**config.mk**
```make
export PLATFORM = sky130hd
export DESIGN_NAME = vga_scanout
export DESIGN_NICKNAME = d
export VERILOG_FILES = /design/src/rtl/vga_pkg.sv /design/src/rtl/vga_axis_counter.sv /design/src/rtl/vga_scanout.sv
export SDC_FILE = /design/constraint.sdc
export NUM_CORES = 1
export LEC_CHECK = 0
export BUFFER_PORTS_ARGS = -buffer_cell sky130_fd_sc_hd__buf_4
export CAP_MARGIN = 20
export CORE_UTILIZATION = 31
export DETAILED_ROUTE_END_ITERATION = 8
export GPL_TIMING_DRIVEN = 0
export HOLD_SLACK_MARGIN = 0.12
export MAX_ROUTING_LAYER = met4
export PLACE_DENSITY_LB_ADDON = 0.08
export SLEW_MARGIN = 20
export SYNTH_ARGS = -nofsm -noshare
export SYNTH_HDL_FRONTEND = slang
export SYNTH_SLANG_ARGS = --single-unit
```
**constraint.sdc**
```tcl
create_clock -name clk -period 3.2 [get_ports clk]
set_clock_uncertainty 0.1 [all_clocks]
set_input_delay 0.16 -clock clk [delete_from_list [all_inputs] [get_ports clk]]
set_output_delay 0.16 -clock clk [all_outputs]
set_load 0.02 [all_outputs]
```
**src/rtl/vga_pkg.sv**
```systemverilog
// vga_pkg
// Shared VGA raster definitions: a per-axis timing record, the default
// 640x480@60 timing for each axis, and a helper that derives the total
// axis length (visible + porches + sync) from a timing record.
// No ports; imported by vga_axis_counter and vga_scanout.
package vga_pkg;

    typedef struct packed {
        int visible;
        int front;
        int sync;
        int back;
    } vga_timing_t;

    localparam vga_timing_t VGA_H_640 = '{visible: 640, front: 16, sync: 96, back: 48};
    localparam vga_timing_t VGA_V_480 = '{visible: 480, front: 10, sync: 2,  back: 33};

    function automatic int timing_total(input vga_timing_t t);
        return t.visible + t.front + t.sync + t.back;
    endfunction

endpackage

```
**src/rtl/vga_axis_counter.sv**
```systemverilog
// vga_axis_counter
// One raster axis (horizontal or vertical). Counts 0..TOTAL-1, advancing
// only when step is high, and decodes the visible and sync windows from
// the current count.
// Ports:
//   clk      in   system clock
//   rst      in   synchronous active-high reset (count -> 0)
//   step     in   advance the count by one this cycle
//   count    out  current position on this axis
//   wrap     out  high when step is high and count is at its last value
//   visible  out  count lies in the visible region
//   sync     out  count lies in the sync window (active high, polarity
//                 is applied by the caller)
module vga_axis_counter
    import vga_pkg::*;
#(
    parameter vga_timing_t TIMING = VGA_H_640,
    parameter int          CW     = 10
) (
    input  logic          clk,
    input  logic          rst,
    input  logic          step,
    output logic [CW-1:0] count,
    output logic          wrap,
    output logic          visible,
    output logic          sync
);

    localparam int          TOTAL      = timing_total(TIMING);
    localparam logic [CW-1:0] LAST       = CW'(TOTAL - 1);
    localparam logic [CW-1:0] VIS_END    = CW'(TIMING.visible);
    localparam logic [CW-1:0] SYNC_START = CW'(TIMING.visible + TIMING.front);
    localparam logic [CW-1:0] SYNC_END   = CW'(TIMING.visible + TIMING.front + TIMING.sync);

    always_ff @(posedge clk) begin
        if (rst) begin
            count <= '0;
        end else if (step) begin
            count <= (count == LAST) ? '0 : count + CW'(1);
        end
    end

    assign wrap    = step && (count == LAST);
    assign visible = (count < VIS_END);
    assign sync    = (count >= SYNC_START) && (count < SYNC_END);

endmodule

```
**src/rtl/vga_scanout.sv**
```systemverilog
// vga_scanout
// Raster scan-out controller. Generates hsync/vsync/de, drives the
// framebuffer read address for a framebuffer reduced by 2^SCALE_SHIFT in
// each direction (pixel and line replication), and registers the
// returned pixel so that it stays aligned with the syncs.
// Optional feature macro: VGA_SCANOUT_BORDER_EN adds parameter
// BORDER_COLOR and paints the outermost visible ring with it.
// Ports:
//   clk           in   system clock
//   rst           in   synchronous active-high reset
//   pix_ce        in   pixel clock enable; all state advances only when high
//   fb_read_addr  out  framebuffer read address (row_base + col)
//   fb_data       in   framebuffer data, combinational from fb_read_addr
//   pixel         out  registered pixel, 0 outside the visible area
//   de            out  registered data enable
//   hsync/vsync   out  registered syncs, active level SYNC_POL
//   frame_start   out  one-clock pulse when pixel (0,0) is registered
module vga_scanout
    import vga_pkg::*;
#(
    parameter int         H_VISIBLE   = VGA_H_640.visible,
    parameter int         H_FRONT     = VGA_H_640.front,
    parameter int         H_SYNC      = VGA_H_640.sync,
    parameter int         H_BACK      = VGA_H_640.back,
    parameter int         V_VISIBLE   = VGA_V_480.visible,
    parameter int         V_FRONT     = VGA_V_480.front,
    parameter int         V_SYNC      = VGA_V_480.sync,
    parameter int         V_BACK      = VGA_V_480.back,
    parameter logic       SYNC_POL    = 1'b0,
    parameter int         SCALE_SHIFT = 2,
    parameter int         WIDTH       = 8,
`ifdef VGA_SCANOUT_BORDER_EN
    parameter logic [WIDTH-1:0] BORDER_COLOR = '1,
`endif
    parameter int         FB_SIZE     = (H_VISIBLE >> SCALE_SHIFT) * (V_VISIBLE >> SCALE_SHIFT)
) (
    input  logic                       clk,
    input  logic                       rst,
    input  logic                       pix_ce,
    output logic [$clog2(FB_SIZE)-1:0] fb_read_addr,
    input  logic [WIDTH-1:0]           fb_data,
    output logic [WIDTH-1:0]           pixel,
    output logic                       de,
    output logic                       hsync,
    output logic                       vsync,
    output logic                       frame_start
);

    localparam vga_timing_t H_T = '{visible: H_VISIBLE, front: H_FRONT, sync: H_SYNC, back: H_BACK};
    localparam vga_timing_t V_T = '{visible: V_VISIBLE, front: V_FRONT, sync: V_SYNC, back: V_BACK};
    localparam int HW = $clog2(timing_total(H_T));
    localparam int VW = $clog2(timing_total(V_T));
    localparam int AW = $clog2(FB_SIZE);

    localparam logic [HW-1:0] H_LAST_VIS = HW'(H_VISIBLE - 1);
    localparam logic [VW-1:0] V_LAST_VIS = VW'(V_VISIBLE - 1);
    localparam logic [HW-1:0] H_MASK     = HW'((1 << SCALE_SHIFT) - 1);
    localparam logic [VW-1:0] V_MASK     = VW'((1 << SCALE_SHIFT) - 1);
    localparam logic [AW-1:0] ROW_STEP   = AW'(H_VISIBLE >> SCALE_SHIFT);

    logic [HW-1:0] h;
    logic [VW-1:0] v;
    logic          h_wrap, h_vis, h_sync;
    logic          v_wrap, v_vis, v_sync;
    logic [AW-1:0] col, row_base;
    logic          visible;

    vga_axis_counter #(.TIMING(H_T), .CW(HW)) u_h_counter (
        .clk     (clk),
        .rst     (rst),
        .step    (pix_ce),
        .count   (h),
        .wrap    (h_wrap),
        .visible (h_vis),
        .sync    (h_sync)
    );

    // The vertical axis steps once per line; h_wrap already includes pix_ce.
    vga_axis_counter #(.TIMING(V_T), .CW(VW)) u_v_counter (
        .clk     (clk),
        .rst     (rst),
        .step    (h_wrap),
        .count   (v),
        .wrap    (v_wrap),
        .visible (v_vis),
        .sync    (v_sync)
    );

    // Column advances after the last replica of each source pixel. The
    // final visible pixel is excluded so col parks on the last column
    // through horizontal blanking instead of running off the row.
    always_ff @(posedge clk) begin
        if (rst) begin
            col <= '0;
        end else if (pix_ce) begin
            if (h_wrap) begin
                col <= '0;
            end else if (h_vis && ((h & H_MASK) == H_MASK) && (h != H_LAST_VIS)) begin
                col <= col + AW'(1);
            end
        end
    end

    // Row base moves to the next source row after the last replicated line.
    // The last visible line is excluded so the base parks on the final row
    // during vertical blanking and the address never leaves the buffer.
    always_ff @(posedge clk) begin
        if (rst) begin
            row_base <= '0;
        end else if (v_wrap) begin
            row_base <= '0;
        end else if (h_wrap && v_vis && ((v & V_MASK) == V_MASK) && (v != V_LAST_VIS)) begin
            row_base <= row_base + ROW_STEP;
        end
    end

    assign fb_read_addr = row_base + col;
    assign visible      = h_vis && v_vis;

    // Output stage: every registered output is taken from the same counter
    // state, keeping pixel, de and syncs aligned.
    always_ff @(posedge clk) begin
        if (rst) begin
            pixel <= '0;
            de    <= 1'b0;
            hsync <= ~SYNC_POL;
            vsync <= ~SYNC_POL;
        end else if (pix_ce) begin
`ifdef VGA_SCANOUT_BORDER_EN
            if (!visible) begin
                pixel <= '0;
            end else if ((h == '0) || (h == H_LAST_VIS) || (v == '0) || (v == V_LAST_VIS)) begin
                pixel <= BORDER_COLOR;
            end else begin
                pixel <= fb_data;
            end
`else
            pixel <= visible ? fb_data : '0;
`endif
            de    <= visible;
            hsync <= h_sync ? SYNC_POL : ~SYNC_POL;
            vsync <= v_sync ? SYNC_POL : ~SYNC_POL;
        end
    end

    // frame_start is rebuilt every clock so it lasts exactly one clock even
    // when pix_ce is slower than clk.
    always_ff @(posedge clk) begin
        if (rst) begin
            frame_start <= 1'b0;
        end else begin
            frame_start <= pix_ce && (h == '0) && (v == '0);
        end
    end

endmodule

```
==> reports/metrics.yaml, run 1 <==
clocking:
  cts_made_buffers: 9
  clockBufferDepth: 2
  clk_transition_reported_paths_ns: 0.08
  cts-htree-levels: 3
  clock_sink_count: 57
  cts_root_buf: "clkbuf_8"
  cts_tree: "yes"
  worst_skew_pair.late_latency_ns: 0.34
  post_cts_buffers: 0
detailed_routing:
  wire_per_inst_um: 13.2
  finalWirelength_um: 7390
  vias: 2736
  dr.first_iter.drc_count: 85
  count_of_nets_left_with_antenna_violations_after_detail_routing: 0
  vias_per_cell: 4.88
  drt_first_pass_iters: 4
  post-route-drc-count: 0
floorplanning:
  dieArea_um2: 10500
  rows: 36
  die_h_um: 102
  boundaryPins: 38
  initial_utilization: 0.319
  floorplan.die.width_um: 102
  placeableCoreArea_um2: 9770
logic_synthesis:
  yosys_register_bits: 57
  async_flop_share: 0
  yosys_warnings: 0
  synth.lib_cells_used.distinct: 55
  synth_fp_nets: 395
  synthCells: 368
  syn-cell-area_um2: 3120
  yosysSeqAreaShare: 0.366
  synth_ff_type: "dfxtp_1"
  avgSynthCellArea_um2: 8.47
  synth_enable_flop_cells: 0
place:
  port_buffer_count: 36
  placed_cells_incl_taps: 537
  routabilityCongestion: 0.773
  place_hpwl_um: 5330
cells_and_area:
  n_antenna_cell: 0
  fraction_of_layout_instances_using_a_drive_strength_above_1: 0.180
  area_growth_syn_to_fin_pct: 22.4
  multiInputGateArea_um2: 1800
  final-instance-count-excl-fill: 561
  sequential_cell_area_um2: 1140
  number_of_fillers_in_the_final_layout: 1023
  final_net_count: 450
global_route:
  global_route_wire_length_before_repair_um: 12400
  grt_pass1_vias: 2520
  grt_util_all_layers: 0.159
  maximum_number_of_pins_on_one_net_before_global_route_repair: 13
  grt_antenna_before_repair: 0
  global_route.overflow_total: 0
sta:
  rsz0062_at_grt: "false"
  setup_viol_count_final: 0
  final_max_slew_viol_count: 0
  max_freq_ghz: 0.380
  tns_ns: 0
  final_period_minus_worst_setup_slack_ns: 2.63
  finalCritPeriodShare: 0.822
  timing.final.hold_violations: 0
  timing.slew.headroom: 0.521
  worst-slew-pin-transition_ns: 0.714
setup_path:
  timing.critical_path.mode_cell: "nand2_1"
  data_required_critical_path_ns: 3.33
  critPathSlowestCell: "or4b_2"
  worst_ep_arrival_time_ns: 2.76
  worst_path_largest_cell_delay_ns: 0.62
  cp_num_buf_inv: 2
  crit_type: "reg -> reg"
  cp_cell_sequence: "inv_1, ha_1, or4b_2, nor4_1, nand2_1, nand2_1, buf_2, nor2_1"
  maximum_fanout_along_the_worst_path: 10
  element_type_at_the_critical_path_start: "flip-flop"
  worst_path_dominant_cell_family: "simple AND/OR/NAND/NOR gates"
  critical_path_capture_point_type: "flip-flop"
hold_path:
  min_path_type: "in -> reg"
power:
  power.static_leakage_nw: 1.45
  vdd_ir_drop_max_mv: 0.203
  p_per_area_nw_per_um2: 374
  total_power_mw: 1.42
flow_run:
  maxCapViolCount: 0
status:
  outcome: "finished clean"
[stage by stage]
| step | hold slack [ns] | area [um^2] | util | worst slack [ns] |
|---|---|---|---|---|
| finish | 0.132 | 3810 | 0.390 | 0.570 |
| global route | 0.154 | 3810 | 0.390 | 0.287 |
| CTS | 0.120 | 3810 | 0.390 | 0.538 |
| detailed placement | 0.303 | 3550 | 0.364 | 0.564 |
| global placement | 0.288 | 3550 | 0.364 | 0.535 |
| floorplan | 0.204 | 3120 | - | 0.940 |
[worst reg2reg max path, delay by kind of cell (launching register included)]
family,cells,cell delay [ns]
flip-flops,1,0.37
buffers and inverters,2,0.37
AND/OR/NAND/NOR,5,1.54
adder cells (fa/ha/maj),1,0.13
[timing repair]
item                                   in CTS  in global routing
endpoints found under the hold margin       8                  0
gates resized for setup                     0                  0
hold buffers                                8                  0
[synthesized netlist by cell type (4+ instances only)]
library cell   n  share of area
nand4_1        9          0.018
ha_1          15          0.060
nand3_1       14          0.022
xor2_1        12          0.034
dfxtp_1       57           0.37
inv_1         15          0.018
nand2_1       29          0.035
nor2_1        50          0.060
buf_4          6          0.014
or4_1          4         0.0096
o21ai_0       12          0.019
a22oi_1        8          0.019
or3_1          7          0.014
nor4_1        12          0.024
a21oi_1       20          0.032
xnor2_1       23          0.065
nor3_1        11          0.018
clkbuf_1      11          0.013
[final cells by class]
cell class / count / area share
buffer: 21 / 0.0318
clock buffer: 9 / 0.0325
clock inverter: 7 / 0.0148
inverter: 15 / 0.0148
multi-input combinational: 275 / 0.471
sequential: 57 / 0.299
tap: 133 / 0.0436
timing repair buffer: 44 / 0.0919
[logic make-up (layout without fill, tap and decap cells)]
kind of cell,after synthesis,after routing,synth area share
and+or+nand+nor,156,156,0.268
AOI/OAI and AO/OA,68,68,0.144
DFF,57,57,0.366
buffers and inverters,36,96,0.0570
xor gates and xnor gates,35,35,0.0984
adders and majority gates,16,16,0.0666
[sequential cells by signal, indices dropped and copies added, names as in the netlist]
| signal | count |
|---|---|
| row_base | 10 |
| frame_start | 1 |
| u_h_counter.count | 10 |
| hsync | 1 |
| col | 15 |
| de | 1 |
| pixel | 8 |
| u_v_counter.count | 10 |
| vsync | 1 |
[power by group]
group | switching, mW | total [mW] | internal (mW)
Combinational | 0.0475 | 0.0867 | 0.0392
Sequential | 0.00711 | 0.727 | 0.720
Clock | 0.326 | 0.611 | 0.285
Total | 0.381 | 1.42 | 1.04
[final timing paths]
| check | startpoint | endpoint | slack (ns) | depth (start not counted) |
|---|---|---|---|---|
| hold reg to reg | vsync | vsync | 0.40 | 1 |
| setup / recovery | u_v_counter.count[0] | u_v_counter.count[4] | 0.57 | 8 |
| hold / removal | pix_ce | u_h_counter.count[4] | 0.13 | 4 |
| setup reg to reg | u_v_counter.count[0] | u_v_counter.count[4] | 0.57 | 8 |
[per-layer routing]
layer	global-route usage	routed length, um
met1	0.207	3700
met2	0.243	3330
met3	0.0369	250
met4	0.0527	103
met5	-	0
[layout by cell type (no fill, tap or decap), types with 3 or more instances in the layout]
cell type,netlist,final
clkbuf_1,11,11
a21oi_1,20,20
nor2b_1,3,3
clkbuf_8,1,10
inv_1,15,15
dfxtp_1,57,57
or3_1,7,7
o221a_2,3,3
o21ai_0,12,12
nand4_1,9,9
dlygate4sd3_1,0,8
buf_4,6,42
nor4_1,12,12
xor2_1,12,12
nand2_1,29,29
ha_1,15,15
o21a_1,3,3
nand3_1,14,14
clkinvlp_4,0,4
xnor2_1,23,23
or4_1,4,4
a22oi_1,8,8
nor3_1,11,11
nor2_1,50,50
Note: power is estimated with default switching activity, not from simulation.
==> run 2: changes to the inputs <==
Clock period 3.2 ns to 2.6 ns, I/O delays scaled along.
==> reports/metrics.yaml, run 2 (same netlist as run 1, synthesis figures left out) <==
sta:
  timing.slew.headroom: 0.536
  final_period_minus_worst_setup_slack_ns: 2.46
  final.hold.worst_slack_ns: 0.398
  finalCritPeriodShare: 0.945
  worst-slew-pin-transition_ns: 0.692
  setup_viol_count_final: 0
  rsz0062_at_grt: "false"
  timing.final.hold_violations: 0
  max_freq_ghz: 0.407
  final_max_slew_viol_count: 0
cells_and_area:
  fraction_of_layout_instances_using_a_drive_strength_above_1: 0.206
  final_cell_area_um2: 3880
  max_ffs_per_register: 15
  fin_util: 0.397
  area_growth_syn_to_fin_pct: 24.5
  mostFrequentLayoutCells: "dfxtp_1 (53), nor2_1 (50), buf_4 (44), nand2_1 (27), xnor2_1 (23)"
  n_antenna_cell: 0
  most_common_library_cell_in_the_layout_ignoring_fill_and_taps: "dfxtp_1"
  final_net_count: 454
  largest-register: "col"
clocking:
  cts_root_buf: "clkbuf_8"
  clock_sink_count: 57
  cts_made_buffers: 9
  clockBufferDepth: 2
  worst_skew_pair.late_latency_ns: 0.34
  cts-htree-levels: 3
  clk_transition_reported_paths_ns: 0.08
  cts_tree: "yes"
place:
  routabilityCongestion: 0.773
  place_area_um2: 3550
  place_hpwl_um: 5330
  port_buffer_count: 36
hold_path:
  min_to: "vsync"
  min_delay_path_depth: 1
  min_path_type: "reg -> reg"
  hold_path.startpoint: "vsync"
power:
  p_per_area_nw_per_um2: 452
  power.switching_mw: 0.467
  vdd_ir_drop_max_mv: 0.250
  power.static_leakage_nw: 1.47
  cell_internal_pwr_mw: 1.29
  switching_share: 0.266
  p_seq_frac: 0.510
  p_clk_frac: 0.427
  p_comb_frac: 0.063
global_route:
  maximum_number_of_pins_on_one_net_before_global_route_repair: 13
  global_route.overflow_total: 0
  grt_antenna_before_repair: 0
  grt_pass1_vias: 2522
  grt_util_all_layers: 0.160
  global_route_wire_length_before_repair_um: 12400
setup_path:
  reg2reg_end: "row_base[14]"
  crit_type: "reg -> reg"
  critical_path_capture_point_type: "flip-flop"
  cp_cell_sequence: "ha_1, nand4_4, or3_1, buf_6, nor4_4, a31oi_1, o21ba_2"
  data_required_critical_path_ns: 2.73
  cp_num_buf_inv: 1
  worst_ep_arrival_time_ns: 2.59
  worst_path_largest_cell_delay_ns: 0.43
  maximum_fanout_along_the_worst_path: 7
  worst_r2r_src: "u_h_counter.count[0]"
  r2r_setup_slack_ns: 0.14
  critPathSlowestCell: "or3_1"
  element_type_at_the_critical_path_start: "flip-flop"
  worst_path_dominant_cell_family: "simple AND/OR/NAND/NOR gates"
  reg2reg_depth: 7
floorplanning:
  dieArea_um2: 10500
  placeableCoreArea_um2: 9770
  boundaryPins: 38
  floorplan.die.width_um: 102
  rows: 36
  initial_utilization: 0.319
  die_h_um: 102
flow_run:
  maxCapViolCount: 0
detailed_routing:
  vias: 2750
  wire_per_inst_um: 13.1
  post-route-drc-count: 0
  dr.first_iter.drc_count: 82
  finalWirelength_um: 7410
  vias_per_cell: 4.87
  drt_first_pass_iters: 4
  count_of_nets_left_with_antenna_violations_after_detail_routing: 0
status:
  outcome: "finished clean"
run 2: cell count changes in the layout (fill, tap and decap cells not counted), moves of 2 or more:
cell	change
buf_4	+2
dfxtp_2	+3
dfxtp_1	-4
nand2_2	+2
dlygate4sd3_1	+2
nand2_1	-2
run 2: how the worst max path moves through the flow:
| stage | startpoint | end | cells past startpoint |
|---|---|---|---|
| after floorplan | u_h_counter.count[5] | row_base[14] | 6 |
| after global placement | u_v_counter.count[0] | u_v_counter.count[0] | 8 |
| after detailed placement | u_v_counter.count[0] | u_v_counter.count[2] | 8 |
| after CTS | u_h_counter.count[0] | col[12] | 8 |
| after global routing | u_h_counter.count[0] | row_base[14] | 7 |
| final | u_h_counter.count[0] | row_base[14] | 7 |
run 2: repair_timing:
action                                  in CTS  in global routing
buffers inserted                             0                  2
endpoints found under the setup margin      10                 28
pin swaps                                    0                  2
hold buffers                                10                  0
hold endpoints to repair                    10                  0
resized for setup                            1                 12
run 2: power groups by stage:
stage          Sequential, mW  Clock [mW]  Combinational [mW]
2_1_floorplan           0.925           0              0.0451
3_3_place_gp            0.914           0              0.0983
3_5_place_dp            0.914           0              0.0986
4_1_cts                 0.894       0.790               0.111
5_1_grt                 0.894       0.826               0.122
6_report                0.893       0.749               0.110
run 2: cell type report:
class	count	area, um^2
Fill cell	1023	5890
Multi-Input combinational cell	275	1820
Sequential cell	57	1150
Timing Repair Buffer	48	385
Tap cell	133	166
Clock buffer	9	124
Buffer	21	124
Clock inverter	7	56.3
Inverter	15	56.3
run 2: routing by layer:
layer / vias up / track usage / wire, um
li1: 1425 / - / -
met1: 1262 / 0.208 / 3710
met2: 53 / 0.243 / 3350
met3: 10 / 0.0369 / 250
met4: 0 / 0.0527 / 102
met5: - / - / 0
run 2: per-stage QoR:
| step | power (mW) | cells | TNS [ns] | setup WS (ns) |
|---|---|---|---|---|
| 2_1_floorplan | 0.970 | 368 | 0 | 0.340 |
| 3_3_place_gp | 1.01 | 537 | -0.635 | -0.0649 |
| 5_1_grt | 1.84 | 565 | 0 | 0.0138 |
| 3_5_place_dp | 1.01 | 537 | -0.308 | -0.0356 |
| 4_1_cts | 1.80 | 563 | 0 | 0.0118 |
| 6_report | 1.75 | 565 | 0 | 0.142 |
